`src/rtl/pc_gen.sv`:
```
// Purpose: fetch-stage program counter with branch/jump/exception redirect selection.
// Latency: a redirect presented in cycle N appears on pc at N+1, with flush high during N+1.
// Backpressure: stall holds pc; a redirect arriving while stalled is latched and applied on release.
module pc_gen #(
    parameter int          ADDR_W   = 32,
    parameter logic [31:0] RESET_PC = 32'h0000_3000,
    parameter logic [31:0] EXC_VEC  = 32'h0000_4180
) (
    input  logic              clk,
    input  logic              rst_n,
    input  logic              stall,
    input  logic [ADDR_W-1:0] dec_pc,
    input  logic [2:0]        br_op,
    input  logic [15:0]       br_offset,
    input  logic [31:0]       rs_val,
    input  logic [31:0]       rt_val,
    input  logic              jump,
    input  logic [25:0]       j_index,
    input  logic              jr,
    input  logic [ADDR_W-1:0] jr_target,
    input  logic              exc_req,
    input  logic              eret,
    input  logic [ADDR_W-1:0] epc,
    output logic [ADDR_W-1:0] pc,
    output logic [ADDR_W-1:0] pc4,
    output logic              flush,
    output logic              pend_valid
);

    localparam logic [ADDR_W-1:0] RST_PC = RESET_PC[ADDR_W-1:0];
    localparam logic [ADDR_W-1:0] EXC_PC = EXC_VEC[ADDR_W-1:0];
    localparam logic [ADDR_W-1:0] INC4   = ADDR_W'(4);

    typedef enum logic [2:0] {
        BR_NONE = 3'd0,
        BR_BEQ  = 3'd1,
        BR_BNE  = 3'd2,
        BR_BLEZ = 3'd3,
        BR_BGTZ = 3'd4,
        BR_BLTZ = 3'd5,
        BR_BGEZ = 3'd6,
        BR_RSVD = 3'd7
    } br_op_t;

    logic [ADDR_W-1:0] pend_target;
    logic [ADDR_W-1:0] seq;
    logic [ADDR_W-1:0] dpc4;
    logic [ADDR_W-1:0] boff;
    logic [ADDR_W-1:0] bt;
    logic [ADDR_W-1:0] jt;
    logic [ADDR_W-1:0] rtarget;
    logic              br_taken;
    logic              redirect;
    logic              exc_any;
    logic signed [31:0] rs_s;

    // Target arithmetic; all sums wrap modulo 2^ADDR_W.
    always_comb begin
        seq  = pc + INC4;
        dpc4 = dec_pc + INC4;
        boff = {{(ADDR_W-18){br_offset[15]}}, br_offset, 2'b00};
        bt   = dpc4 + boff;
        // Jump region comes from the delay-slot address, not the branch itself.
        jt   = {dpc4[ADDR_W-1:28], j_index, 2'b00};
    end

    // Branch condition evaluation; single-operand compares are signed against zero.
    always_comb begin
        rs_s     = $signed(rs_val);
        br_taken = 1'b0;
        case (br_op_t'(br_op))
            BR_BEQ:  br_taken = (rs_val == rt_val);
            BR_BNE:  br_taken = (rs_val != rt_val);
            BR_BLEZ: br_taken = (rs_s <= 32'sd0);
            BR_BGTZ: br_taken = (rs_s >  32'sd0);
            BR_BLTZ: br_taken = (rs_s <  32'sd0);
            BR_BGEZ: br_taken = (rs_s >= 32'sd0);
            BR_NONE, BR_RSVD: br_taken = 1'b0;
            default: br_taken = 1'b0;
        endcase
    end

    // Redirect source priority: exception > eret > jr > jump > taken branch.
    always_comb begin
        exc_any  = exc_req | eret;
        redirect = exc_req | eret | jr | jump | br_taken;
        rtarget  = '0;
        if (exc_req)       rtarget = EXC_PC;
        else if (eret)     rtarget = epc;
        else if (jr)       rtarget = jr_target;
        else if (jump)     rtarget = jt;
        else if (br_taken) rtarget = bt;
    end

    assign pc4 = seq;

    // PC register, pending-redirect latch and registered flush pulse.
    always_ff @(posedge clk) begin
        if (!rst_n) begin
            pc          <= RST_PC;
            flush       <= 1'b0;
            pend_valid  <= 1'b0;
            pend_target <= '0;
        end else if (!stall) begin
            if (exc_any) begin
                // Exceptions and ERET always win, even over a latched redirect.
                pc         <= rtarget;
                pend_valid <= 1'b0;
                flush      <= 1'b1;
            end else if (pend_valid) begin
                // Decode is re-presenting the same instruction; its redirect is already latched.
                pc         <= pend_target;
                pend_valid <= 1'b0;
                flush      <= 1'b1;
            end else if (redirect) begin
                pc    <= rtarget;
                flush <= 1'b1;
            end else begin
                pc    <= seq;
                flush <= 1'b0;
            end
        end else begin
            flush <= 1'b0;
            if (exc_any) begin
                pend_target <= rtarget;
                pend_valid  <= 1'b1;
            end else if (redirect && !pend_valid) begin
                // Keep the first redirect seen during a stall; later ones are stale re-presentations.
                pend_target <= rtarget;
                pend_valid  <= 1'b1;
            end
        end
    end

endmodule

```
`config.mk`:
```
export PLATFORM = sky130hd
export DESIGN_NAME = pc_gen
export DESIGN_NICKNAME = d
export VERILOG_FILES = /design/src/rtl/pc_gen.sv
export SDC_FILE = /design/constraint.sdc
export NUM_CORES = 1
export LEC_CHECK = 0
export ABC_AREA = 1
export BUFFER_PORTS_ARGS = -buffer_cell sky130_fd_sc_hd__buf_2
export CAP_MARGIN = 20
export CORE_MARGIN = 2
export CORE_UTILIZATION = 52
export DETAILED_ROUTE_END_ITERATION = 10
export GPL_TIMING_DRIVEN = 0
export PLACE_DENSITY_LB_ADDON = 0.25
export REMOVE_ABC_BUFFERS = 1
export SYNTH_ARGS = -nofsm -noshare
export SYNTH_HDL_FRONTEND = slang
export SYNTH_SLANG_ARGS = --single-unit
```
`constraint.sdc`:
```
create_clock -name clk -period 4.2 [get_ports clk]
set_input_delay 0.21 -clock clk [delete_from_list [all_inputs] [get_ports clk]]
set_output_delay 0.21 -clock clk [all_outputs]
set_load 0.01 [all_outputs]
```
# == Word-level counts from Yosys, hierarchy flattened ==
# Index checks and enable logic that the tools add are counted.
# totals
regBits,66
wordCells,49
# op_classes
n_reduce_logical,8
n_addsub,3
bitwise,5
n_eq_ne,9
n_mux,16
n_lt_le_gt_ge,4
# op_table
cell,count
$mux W32,10
$add A32 B3 Y32 const B,2
$add A32 B32 Y32,1
$eq A32 B32 Y1,1
$ge A32 B1 Y1 const B,1
$gt A32 B1 Y1 const B,1
$le A32 B1 Y1 const B,1
$lt A32 B1 Y1 const B,1
$ne A32 B32 Y1,1
$eq A3 B3 Y1 const B,4
$pmux W1 S7,1
$eq A3 B2 Y1 const B,2
$mux W1,5
$or A1 B1 Y1,4
$reduce_and A2 Y1,2
$reduce_or A2 Y1,2
$eq A3 B1 Y1 const B,1
$logic_not A3 Y1,1
$reduce_bool A2 Y1,1
$logic_and A1 B1 Y1,1
$logic_not A1 Y1,1
$not A1 Y1,1

# == Depth between registers and ports, before layout ==
# Gate-level depths: netlist of run 1.
# depth
ltp_word,11
depth_mapped,29
depth_no_buf,29

# == Worst setup path before layout of run 1 ==
# OpenSTA, ideal clock, no wires.
# synth_timing
path_type,input to register
from,input port dec_pc[2]
to,register pc[26]
path_buffers,0
setup_slack_ps,1180
t_arrival_ps,2961
cell_stages,23
cell_sequence,nand3_1 -> nor2_1 -> inv_1 -> nor2_1 -> nand2_1 -> nor2_1 -> nand4_1 -> nor3_1 -> xnor2_1 -> inv_1 -> ha_1 -> inv_1 -> nor3_1 -> nand2_1 -> or2_2 -> nand3_1 -> or2_2 -> nand3_1 -> nand2_1 -> nand3_1 -> nand2_1 -> nand2_1 -> nand2_1
# synth_between
elab_chain_cells,10
# synth_lines
item,line,text
"start, declared",12,"input logic [ADDR_W-1:0] dec_pc,"
$add A32 B3 Y32 *,60,dpc4 = dec_pc + INC4;
$add A32 B32 Y32 *,62,bt = dpc4 + boff;
$mux W32 *,92,else if (br_taken) rtarget = bt;
$mux W32 *,91,else if (jump) rtarget = jt;
$mux W32 *,90,else if (jr) rtarget = jr_target;
$mux W32 *,89,else if (eret) rtarget = epc;
$mux W32 *,88,if (exc_req) rtarget = EXC_PC;
$mux W32,115,end else if (redirect) begin
$mux W32,110,end else if (pend_valid) begin
$mux W32 *,105,if (exc_any) begin
"end signal, assigned",107,pc <= rtarget;
"end signal, assigned",112,pc <= pend_target;
"end signal, assigned",116,pc <= rtarget;
"end, declared",24,"output logic [ADDR_W-1:0] pc,"
# Mark *: on every way between the ends. The rest lies on a longest branch, timed or not.
# A chain may end at the register's enable or synchronous reset.

# == Worst setup path in the final report of run 1 ==
# layout_timing
from,input port dec_pc[2]
to,register pc[27]
# Same word-level chain as after synthesis.

==> impl_results.md, run 1 <==
* Status: finished, final reports clean
* Cell Area, Synth at approximately 7900 um2
* Largest net degree at the start of global routing at 39
* Cell variety after synth at 42
* Area growth, synth to finish at 23.3%
* Hold depth at 5
* Clk sinks at 66
* Top Layer Used: met4
* Slowest cell on the critical path: nor4_1
* Pwr dens at around 240 nW/um2
* Worst hold slack at 0.240 ns
* Setup Viol. Count Final at 0
* Total power at around 2.3 mW
* Cell taking the most area after synthesis: nand2_1
* Met3 WL at roughly 2700 um
* Clk pwr share at between 30% and 40%
* Flop pwr share at 30.6%
* Post-Syn Instances at between 1000 and 1500
* Buf/Inv on CP at 3
* Tcrit/Tclk final at between 80% and 90%
* Design area at between 9000 and 10000 um2
* Unrepaired setup endpoints after global routing: false
* Initial core utilization at 53.7%
* Vias at approximately 10000
* Crit. End Element: flip-flop
* Floorplan row count at 44
* Register area share after synthesis at 16.8%
* Synth area leaders: nand2_1 (22%), dfxtp_1 (17%), nor2_1 (8.9%)
* Share of layout cells above drive strength 1 at around a fifth
* Post-CTS Hold Buffers at 0
* Drt first-iter violations at between 1000 and 1500
* Syn. warnings at 0
* Core area at 14600 um2
* Initial antenna violation count at 5
* DP HPWL at approximately 23000 um
* DIE AREA at 16100 um2
* Cell family with most CP delay: simple AND/OR/NAND/NOR gates
* Synth Area per Inst at 5.64 um2
* First-pass GRT wire length at 45000 um
* Area share of the largest cell type after synthesis at between 20% and 30%
* Post-placement cell area at between 9000 and 10000 um2
* Vert. Die Dim at 127 um
* Hold Vio Cnt, Final at 0
* Logic pwr share at around 36%
* Final nets at 1895
* Worst Max-Slew Pin Slew at between 1 and 1.5 ns
* Post-synth ARST share at 0%
* Net Switching at about 0.85 mW
* Final ANT Viol Nets at 0
* Flop2flop setup slack at 1.04 ns
* Critical path required time at around 4.5 ns
* Pins Over Slew Limit at 0
* Pre-antenna DRT Iters at 5
* FF-to-FF Start: pend_valid
* DRT Wirelength at 28500 um
* Slew headroom at between 20% and 30%
* Die width at approximately 130 um
* Clk slew on worst S/H paths at approximately 0.050 ns
* Crit Reg-Reg Endpoint: pend_target[17]
* Setup Crit Path Kind: in2reg
* Int Pwr at ~1.5 mW
* I/O pin total at 278
* Fin util at around 66%
* Top_reg_cell synth: dfxtp_1
* Crit-path most repeated cell: nand2_1
* Worst setup SP type: primary input
* Total GRT Usage at a little over a third
* Met2 Routed Length at 12900 um
* Root Driver: clkbuf_16
* CTS tree: yes
* Crit-path max FO at 5
* Worst R2R Path Depth at 7
* IO Port Bufs at between 200 and 300
* Number of gates resized after CTS at 0
* Layout Skew at ~0.0053 ns
* CTS max path bufs at 2
* Met1 Routed Length at around 12000 um
* Crit path cell chain: buf_2 -> nand3_1 -> nor2_1 -> inv_1 -> nor2_1 -> nand2_1 -> nor2_1 -> nand4_1 -> nor3_1 -> nand3_1 -> xor2_1 -> inv_1 -> ha_1 -> nand2_1 -> nor4_1 -> nand3_1 -> nand2_1 -> or2_2 -> nand3_1 -> nand2_1 -> nand3_1 -> nand2_1 -> nand2_1 -> nand2_1
* Hold endpoint: pend_target[8]
* Final min period at between 3 and 4 ns
* Worst vdd ir at 0.187 mV
* Clk Latency, worst-skew pair at 0.34 ns
* Via/cell ratio at 5.46
* Delay of the slowest critical-path stage at ~0.50 ns
* Post-CTS setup buffers at 0
* Sw frac at roughly 36%
* Clock H-tree levels at 3
* Drt wl/cell at 15.5 um
* Hold path start: epc[8]
* Worst Slack Setup Final at about 0.54 ns
* Max cap viols at 0
* Worst slack, placed at 0.312 ns
* Number of flops mapped to enable cells by yosys at 0
* WP data arrival at between 3 and 4 ns
* Type of the worst min-delay path: in2reg
* Grt ovf at 0
* Placer Congestion at between 0.9 and 1
* Fmax at about 270 MHz
* Vias in the first global route at roughly 9000
* TritonCTS buffer count at 9
* Leakage Power at approximately 5.2 nW
* Number of remaining DRC errors at 0
* Synthesized flop and latch total at 66
-- placed cells by master, fill, tap and decap left out, types with 2 or more instances in the layout --
cell type | synthesis | final
clkbuf_16 | 0 | 9
nor3_1 | 13 | 13
clkinv_2 | 0 | 3
diode_2 | 0 | 5
xor2_1 | 35 | 35
a221oi_1 | 20 | 20
clkinv_1 | 2 | 2
ha_1 | 36 | 36
or2_2 | 10 | 10
o21bai_1 | 10 | 10
nand4_1 | 24 | 24
and3_1 | 2 | 2
nand3b_1 | 3 | 3
a21o_1 | 4 | 4
a31oi_1 | 4 | 4
buf_8 | 0 | 3
nor2_2 | 2 | 5
nor2_1 | 187 | 184
nor3_4 | 2 | 2
nand3_2 | 2 | 2
xnor2_1 | 53 | 53
dfxtp_1 | 66 | 66
nand2_2 | 4 | 4
nor4_1 | 12 | 12
nand3_1 | 99 | 99
buf_2 | 10 | 277
nor2_4 | 4 | 4
inv_1 | 140 | 140
a22oi_1 | 3 | 3
inv_2 | 4 | 4
clkbuf_8 | 0 | 2
o21ai_0 | 59 | 59
nand2_1 | 469 | 469
a21oi_1 | 74 | 74
-- power by group through the flow --
stage	Clock (mW)	Combinational [mW]	Sequential (mW)
floorplan	0	0.489	0.725
global placement	0	0.811	0.724
detailed placement	0	0.831	0.725
CTS	0.779	0.836	0.712
global route	0.805	0.947	0.719
finish	0.777	0.845	0.714
-- routing by layer --
layer / up-vias / global-route usage, %
met4: 0 / 14.0
li1: 5004 / -
met5: - / 0
met2: 528 / 58.2
met3: 69 / 5.07
met1: 4446 / 44.9
-- flip-flops by register name, indices dropped and copies added, names as in the netlist --
name         count
pc              32
pend_target     32
flush            1
pend_valid       1
-- through the flow --
| step | setup TNS [ns] | std cells |
|---|---|---|
| floorplan | 0 | 1353 |
| global placement | -21.14 | 1814 |
| detailed placement | 0 | 1819 |
| CTS | 0 | 1835 |
| global route | 0 | 1840 |
| finish | 0 | 1840 |
-- worst max-delay path by stage --
stage	slack (ns)	startpoint	cells after the start	to
final	0.54	dec_pc[2]	24	pc[27]
after global routing	0.11	dec_pc[4]	24	pc[26]
after CTS	0.65	dec_pc[2]	24	pc[26]
after detailed placement	0.31	dec_pc[2]	24	pc[26]
after global placement	-0.72	eret	9	pend_target[27]
after floorplan	1.07	dec_pc[2]	23	pc[26]
-- logic make-up (layout without fill, tap and decap cells) --
kind of cell / Yosys count / count (layout) / synth area share, %
flip-flops: 66 / 66 / 16.8
adder cells (fa/ha/maj): 37 / 37 / 5.98
AND/OR/NAND/NOR: 836 / 836 / 44.7
buffers and inverters: 189 / 444 / 9.37
other: 0 / 5 / 0
AO/OA/AOI/OAI: 179 / 179 / 13.1
XOR/XNOR: 89 / 89 / 10.0
-- worst reg2reg max path, stage by stage (launching register included) --
cell,delay (ns)
dfxtp_1,0.34
inv_1,0.07
nor2_2,0.16
nor2_4,0.79
nand2_2,0.69
inv_2,0.68
o21ai_0,0.18
nor2_1,0.18
-- synthesized netlist by cell type, types with 12 or more instances --
cell      count
nand2_1     469
nor2_1      187
inv_1       140
nand3_1      99
a21oi_1      74
dfxtp_1      66
o21ai_0      59
xnor2_1      53
ha_1         36
xor2_1       35
clkbuf_1     27
nand4_1      24
a221oi_1     20
nor3_1       13
nor4_1       12
-- area by class of cell --
| class | instances | area [um2] |
|---|---|---|
| Sequential cell | 66 | 1320 |
| Antenna cell | 5 | 12.5 |
| Tap cell | 184 | 230 |
| Fill cell | 1457 | 4940 |
| Clock inverter | 5 | 52.6 |
| Clock buffer | 11 | 253 |
| Inverter | 146 | 548 |
| Multi-Input combinational cell | 1141 | 5820 |
| Timing Repair Buffer | 282 | 1470 |
Power figures use the tool's default switching activity.
==> run 2: changes to the inputs <==
--- a/config.mk
+++ b/config.mk
@@ -9,7 +9,7 @@
 export BUFFER_PORTS_ARGS = -buffer_cell sky130_fd_sc_hd__buf_2
 export CAP_MARGIN = 20
 export CORE_MARGIN = 2
-export CORE_UTILIZATION = 52
+export CORE_UTILIZATION = 56
 export DETAILED_ROUTE_END_ITERATION = 10
 export GPL_TIMING_DRIVEN = 0
 export PLACE_DENSITY_LB_ADDON = 0.25
==> constraint.sdc (replaced) <==
create_clock -name clk -period 4.42 [get_ports clk]
set_input_delay 0.221 -clock clk [delete_from_list [all_inputs] [get_ports clk]]
set_output_delay 0.221 -clock clk [all_outputs]
set_load 0.01 [all_outputs]
==> run 2 against run 1 <==
Effect of this change:
- sequential cell count unchanged
- critical path depth unchanged
- worst setup slack improved by 0.16 ns
- global-route usage increased by 2.4 points
- routed wire length decreased by 1.2%
- cell count decreased by 0.33%
- sequential share of layout area increased by 0.072 points
- critical endpoint unchanged
- largest power group unchanged
==> impl_results.md, run 2 (same netlist as run 1, synthesis figures left out) <==
* Setup Crit Path Kind: in2reg (unchanged)
* Buf/Inv on CP at 3 (unchanged)
* Type of the worst min-delay path: in2reg (unchanged)
* Leading cell type in the layout, fill and taps excluded: nand2_1 (unchanged)
* Grt ovf at 0 (unchanged)
* Clock H-tree levels at 3 (unchanged)
* Root Driver: clkbuf_16 (unchanged)
* Share of layout cells above drive strength 1 at 19.8% (was 20.1%)
* TritonCTS buffer count at 9 (unchanged)
* Slowest cell on the critical path: nor4_1 (unchanged)
* Worst vdd ir at 0.254 mV (was 0.187 mV)
* Layout Skew at 0.00620 ns (was 0.00534 ns)
* Largest net degree at the start of global routing at 39 (unchanged)
* Slew headroom at 27.8% (was 29.6%)
* CTS max path bufs at 2 (unchanged)
* Critical path required time at 4.69 ns (was 4.48 ns)
* Worst setup SP type: primary input (unchanged)
* Max cap viols at 0 (unchanged)
* Status: finished, final reports clean (unchanged)
* Clk Latency, worst-skew pair at 0.33 ns (was 0.34 ns)
* Post-CTS Hold Buffers at 0 (unchanged)
* Vias at 10100 (was 10000)
* Final ANT Viol Nets at 0 (unchanged)
* Largest regs: pc x32, pend_target x32 (unchanged)
* DRT Wirelength at 28100 um (was 28500 um)
* Vias in the first global route at 9264 (was 9203)
* Initial core utilization at 56.9% (was 53.7%)
* IO Port Bufs at 277 (unchanged)
* Via/cell ratio at 5.52 (was 5.46)
* Core area at 13800 um2 (was 14600 um2)
* Crit path cell chain: buf_2 -> nand3_1 -> nor2_1 -> inv_1 -> nor2_1 -> nand2_1 -> nor2_1 -> nand4_1 -> nor3_1 -> nand3_1 -> xor2_1 -> inv_1 -> ha_1 -> nand2_1 -> nor4_1 -> nand3_1 -> nand2_1 -> or2_2 -> nand3_1 -> nand2_1 -> nand3_1 -> nand2_1 -> nand2_1 -> nand2_1 (unchanged)
* Hold Vio Cnt, Final at 0 (unchanged)
* Number of gates resized after CTS at 0 (unchanged)
* Floorplan row count at 43 (was 44)
* Post-CTS setup buffers at 0 (unchanged)
* First-pass GRT wire length at 44300 um (was 45000 um)
* Drt wl/cell at 15.3 um (was 15.5 um)
* Crit-path max FO at 5 (unchanged)
* Fmax at approximately 270 MHz
* Cell family with most CP delay: simple AND/OR/NAND/NOR gates (unchanged)
* I/O pin total at 278 (unchanged)
* Drt first-iter violations at 1023 (was 1025)
* Die width at 123 um (was 127 um)
* Placer Congestion at 0.957 (was 0.929)
* Crit-path most repeated cell: nand2_1 (unchanged)
* Number of remaining DRC errors at 0 (unchanged)
* Worst Max-Slew Pin Slew at 1.08 ns (was 1.05 ns)
* DP HPWL at 22000 um (was 22700 um)
* Vert. Die Dim at 123 um (was 127 um)
* Initial antenna violation count at 6 (was 5)
* Total power at 2.13 mW (was 2.34 mW)
* WP data arrival at 3.99 ns (was 3.95 ns)
* Setup_tns at 0 ns (unchanged)
* Final nets at 1895 (unchanged)
* Most frequent cells in the layout: nand2_1 (469), buf_2 (277), nor2_1 (184) (unchanged)
* Unrepaired setup endpoints after global routing: false (unchanged)
* Final min period at 3.72 ns
* Fin util at 69.8% (was 66.3%)
* Setup Viol. Count Final at 0 (unchanged)
* Hold path start: stall (was epc[8])
* Clk sinks at 66 (unchanged)
* Total GRT Usage at 37.1% (was 34.7%)
* DIE AREA at 15000 um2 (was 16100 um2)
* Crit. End Element: flip-flop (unchanged)
* Worst setup path start: dec_pc[2] (unchanged)
* Delay of the slowest critical-path stage at 0.48 ns (was 0.50 ns)
* Clk slew on worst S/H paths at 0.05 ns (about the same)
* CTS tree: yes (unchanged)
* FF-to-FF Start: pend_valid (unchanged)
* Pwr dens at 221 nW/um2 (was 241 nW/um2)
* Tcrit/Tclk final at between 80% and 90%
* Pre-antenna DRT Iters at 5 (unchanged)
* Leakage Power at 5.18 nW (was 5.21 nW)
* Post-placement cell area at 9380 um2 (was 9390 um2)
* Pins Over Slew Limit at 0 (unchanged)
* Area growth, synth to finish at 22.7% (was 23.3%)
* Design area at 9650 um2 (was 9700 um2)
run 2: final cells by class:
class / count / area [um2]
diodes: 6 / 15.0
multi-input cells: 1141 / 5820
flip-flops and latches: 66 / 1320
well taps: 180 / 225
clock buffers: 13 / 260
inverters: 146 / 548
fillers: 1337 / 4170
repair buffers: 282 / 1470
run 2: report_power, final:
| group | leakage, nW | internal, mW | switching [mW] |
|---|---|---|---|
| combinational | 4.51 | 0.310 | 0.494 |
| clock | 0.128 | 0.401 | 0.247 |
| sequential | 0.544 | 0.638 | 0.0404 |
run 2: through the flow:
stage          hold WS, ns  setup WS (ns)  cells
2_1_floorplan        0.347           1.28   1353
3_3_place_gp         0.467         -0.542   1810
3_5_place_dp         0.468          0.554   1815
4_1_cts              0.274          0.862   1828
5_1_grt              0.316          0.398   1834
6_report             0.279          0.700   1834
run 2: worst paths after layout:
kind	endpoint	slack, ns	cells past startpoint
min reg2reg	pc[31]	0.47	2
max	pc[27]	0.70	24
min	pc[1]	0.28	4
max reg2reg	pend_target[3]	1.32	7
run 2: worst register-to-register path, cell delays in order (launching register included):
cell,delay (ns)
dfxtp_1,0.34
inv_1,0.07
nor2_2,0.13
nor2_4,0.78
nand2_2,0.70
inv_2,0.67
o21ai_0,0.21
nor2_1,0.13
run 2: metal layers:
layer  global-route usage, %  vias to the layer above  wire [um]
met2                    62.4                      520      12900
met1                    47.0                     4500      11500
li1                        -                     5021          -
met3                    5.76                       83       2600
met4                    15.9                        0       1090
met5                       0                        -          0
==> run 3: changes to the inputs <==
--- a/config.mk
+++ b/config.mk
@@ -5,11 +5,11 @@
 export SDC_FILE = /design/constraint.sdc
 export NUM_CORES = 1
 export LEC_CHECK = 0
-export ABC_AREA = 1
+export ABC_AREA = 0
 export BUFFER_PORTS_ARGS = -buffer_cell sky130_fd_sc_hd__buf_2
 export CAP_MARGIN = 20
 export CORE_MARGIN = 2
-export CORE_UTILIZATION = 56
+export CORE_UTILIZATION = 45
 export DETAILED_ROUTE_END_ITERATION = 10
 export GPL_TIMING_DRIVEN = 0
 export PLACE_DENSITY_LB_ADDON = 0.25
==> constraint.sdc (replaced) <==
create_clock -name clk -period 3.2 [get_ports clk]
set_input_delay 0.16 -clock clk [delete_from_list [all_inputs] [get_ports clk]]
set_output_delay 0.16 -clock clk [all_outputs]
set_load 0.01 [all_outputs]
==> run 3 against run 2 <==
Effect of this change:
- clock skew down 0.0020 ns
- worst hold slack worse by 0.079 ns
- clock power up 53%
- power up 43%
- first-iteration DRC count down 33%
- count of clock-buffer cells in the layout up 1
- worst setup slack worse by 0.66 ns
==> impl_results.md, run 3 <==
* Status: finished, final reports clean (unchanged)
* First-pass GRT wire length at 37200 um (was 44300 um)
* Clk Latency, worst-skew pair at 0.33 ns (about the same)
* Top_reg_cell synth: dfxtp_1 (unchanged)
* Root Driver: clkbuf_16 (unchanged)
* Synth area leaders: dfxtp_1 (19%), xnor2_1 (7.6%), ha_1 (6.5%) (was nand2_1 (22%), dfxtp_1 (17%), nor2_1 (8.9%))
* Net Switching at 1.04 mW (was 0.782 mW)
* Vias at 8266 (was 10100)
* Max cap viols at 0 (unchanged)
* Crit-path most repeated cell: xnor2_2 (was nand2_1)
* Hold path start: epc[31] (was stall)
* Clk slew on worst S/H paths at 0.05 ns (about the same)
* Slowest cell on the critical path: a2111o_1 (was nor4_1)
* Critical path required time at 3.48 ns (was 4.69 ns)
* DRT Wirelength at 25200 um (was 28100 um)
* Int Pwr at 2.01 mW (was 1.35 mW)
* Post-synth ARST share at 0% (unchanged)
* Slew headroom at 24.0% (was 27.8%)
* Synthesized flop and latch total at 66 (unchanged)
* Type of the worst min-delay path: in2reg (unchanged)
* Floorplan row count at 45 (was 43)
* Most frequent cells in the layout: buf_2 (274), nand2_1 (92), nand3_1 (67) (was nand2_1 (469), buf_2 (277), nor2_1 (184))
* Synth Area per Inst at 7.38 um2 (was 5.64 um2)
* Fill count at 1468 (was 1337)
* I/O pin total at 278 (unchanged)
* Number of flops mapped to enable cells by yosys at 0 (unchanged)
* Clk sinks at 66 (unchanged)
* Leading cell type in the layout, fill and taps excluded: buf_2 (was nand2_1)
* Placer Congestion at 0.924 (was 0.957)
* TritonCTS buffer count at 9 (unchanged)
* Pwr dens at 338 nW/um2 (was 221 nW/um2)
* Logic pwr share at 37.0% (was 37.8%)
* Die width at 128 um (was 123 um)
* Most frequent cell after synthesis: nand2_1 (unchanged)
* IO Port Bufs at 277 (unchanged)
* Via/cell ratio at 5.99 (was 5.52)
* Final nets at 1437 (was 1895)
* Cell variety after synth at 68 (was 42)
* Delay of the slowest critical-path stage at 0.42 ns (was 0.48 ns)
* Vert. Die Dim at 128 um (was 123 um)
* Area share of the largest cell type after synthesis at 19.1% (was 22.4%)
* Setup Crit Path Kind: in2reg (unchanged)
* Dpl cells at 1347 (was 1815)
* Number of remaining DRC errors at 0 (unchanged)
* Pre-antenna DRT Iters at 6 (was 5)
* Design area at 9030 um2 (was 9650 um2)
* CTS tree: yes (unchanged)
* Area growth, synth to finish at 30.8% (was 22.7%)
* Initial core utilization at 45.8% (was 56.9%)
* FF-to-FF Start: pc[4] (was pend_valid)
* Tcrit/Tclk final at 98.7%
* Worst setup SP type: primary input (unchanged)
* Clk pwr share at 32.5% (was 30.4%)
* Clock H-tree levels at 3 (unchanged)
* Total GRT Usage at 28.4% (was 37.1%)
* Hold Vio Cnt, Final at 0 (unchanged)
* Vias in the first global route at 6996 (was 9264)
* DP HPWL at 18900 um (was 22000 um)
* Post-Syn Instances at 936 (was 1396)
* Crit. End Element: flip-flop (unchanged)
* Drt wl/cell at 18.2 um (was 15.3 um)
* Flop pwr share at 30.6% (was 31.8%)
* Layout Skew at 0.00415 ns (was 0.00620 ns)
* Worst setup path start: dec_pc[6] (was dec_pc[2])
* Post-synth top cells: nand2_1 (95), nand3_1 (68), a21oi_1 (66), dfxtp_1 (66), xnor2_1 (60) (was nand2_1 (469), nor2_1 (187), inv_1 (140))
* Total power at 3.05 mW (was 2.13 mW)
* Sw frac at 34.2% (was 36.7%)
* Cell Area, Synth at 6910 um2 (was 7870 um2)
* Setup Viol. Count Final at 0 (unchanged)
* Worst Max-Slew Pin Slew at 1.14 ns (was 1.08 ns)
* Share of layout cells above drive strength 1 at 31.1% (was 19.8%)
* CTS max path bufs at 2 (unchanged)
* Fmax at between 300 and 400 MHz
* Syn. warnings at 0 (unchanged)
* Largest regs: pc x32, pend_target x32 (unchanged)
* Largest net degree at the start of global routing at 68 (was 39)
* Crit-path max FO at 6 (was 5)
* WP data arrival at 3.44 ns (was 3.99 ns)
* Worst vdd ir at 0.274 mV (was 0.254 mV)
* Fin cells at 1381 (was 1834)
* Antenna diodes at 0 (was 6)
* Grt ovf at 0 (unchanged)
* Final min period at between 3 and 4 ns
* Leakage Power at 4.06 nW (was 5.18 nW)
* Pins Over Slew Limit at 0 (unchanged)
* DIE AREA at 16400 um2 (was 15000 um2)
* Post-placement cell area at 8360 um2 (was 9380 um2)
* Cell taking the most area after synthesis: dfxtp_1 (was nand2_1)
* Initial antenna violation count at 0 (was 6)
* Drt first-iter violations at 685 (was 1023)
* Crit path cell chain: buf_4 -> and4_4 -> and3_4 -> buf_6 -> nand2_2 -> xnor2_2 -> ha_1 -> a21o_1 -> a21oi_2 -> a21bo_2 -> a2111o_1 -> or2_4 -> xnor2_2 -> o31a_1 -> o21ai_1 -> o211a_1 (was buf_2 -> nand3_1 -> nor2_1 -> inv_1 -> nor2_1 -> nand2_1 -> nor2_1 -> nand4_1 -> nor3_1 -> nand3_1 -> xor2_1 -> inv_1 -> ha_1 -> nand2_1 -> nor4_1 -> nand3_1 -> nand2_1 -> or2_2 -> nand3_1 -> nand2_1 -> nand3_1 -> nand2_1 -> nand2_1 -> nand2_1)
* Final ANT Viol Nets at 0 (unchanged)
* Register area share after synthesis at 19.1% (was 16.8%)
* Post-CTS Hold Buffers at 0 (unchanged)
* Core area at 15100 um2 (was 13800 um2)
[run 3: metrics by stage]
stage          setup slack [ns]  hold WS [ns]  TNS (ns)  utilization (%)
6_report                 0.0404         0.200         0             59.9
5_1_grt                 -0.0392         0.230   -0.0549             59.9
4_1_cts                 0.00339         0.196         0             58.0
3_5_place_dp             -0.879         0.445    -27.15             55.4
3_3_place_gp              -1.11         0.438    -41.27             54.9
2_1_floorplan             0.136         0.295         0                -
[run 3: critical path: cells and delay by family]
family | cells | cell delay [ns]
AO/OA/AOI/OAI | 7 | 1.63
AND/OR/NAND/NOR | 4 | 0.78
XOR/XNOR | 2 | 0.36
adder cells (fa/ha/maj) | 1 | 0.29
buffers and inverters | 2 | 0.21
[run 3: logic make-up (layout without fill, tap and decap cells)]
kind of cell,after synthesis,count (layout),share of synthesized area (%)
mux,2,2,0.308
simple gates,321,323,23.6
buf+inv,91,345,5.34
flops,66,66,19.1
fa+ha+maj,37,37,6.81
compound gates,308,309,30.7
xor+xnor,111,111,14.1
[run 3: final cells by class]
| type | count | area (um2) | share of cell area [%] |
|---|---|---|---|
| flip-flops and latches | 66 | 1320 | 14.6 |
| inverters | 33 | 124 | 1.37 |
| repair buffers | 296 | 1600 | 17.7 |
| multi-input cells | 782 | 5460 | 60.4 |
| clock inverters | 2 | 35.0 | 0.388 |
| clock buffers | 14 | 264 | 2.92 |
| well taps | 188 | 235 | 2.60 |
[run 3: layer usage]
layer,wire [um],GRT usage [%],up-vias
met5,0,0,-
met4,506,6.98,0
met3,1880,3.26,37
met2,11200,44.0,359
met1,11600,41.8,3864
li1,-,-,4006
[run 3: what timing repair did]
action,4_1_cts,5_1_grt
resized for setup,20,41
pin swaps,2,30
setup buffers,1,13
endpoints found under the setup margin,39,35
gates cloned,0,3
[run 3: final timing paths]
| check | end | slack (ns) | depth (start not counted) |
|---|---|---|---|
| min reg2reg | pend_target[0] | 0.45 | 2 |
| max | pc[27] | 0.04 | 16 |
| min | pend_target[31] | 0.20 | 5 |
| max reg2reg | pc[31] | 0.46 | 8 |
[run 3: power groups by stage]
stage / combinational (mW) / sequential [mW] / clock [mW]
2_1_floorplan: 0.595 / 0.951 / 0
3_3_place_gp: 1.02 / 0.945 / 0
3_5_place_dp: 1.04 / 0.947 / 0
4_1_cts: 1.06 / 0.930 / 0.993
5_1_grt: 1.23 / 0.940 / 1.03
6_report: 1.13 / 0.933 / 0.991
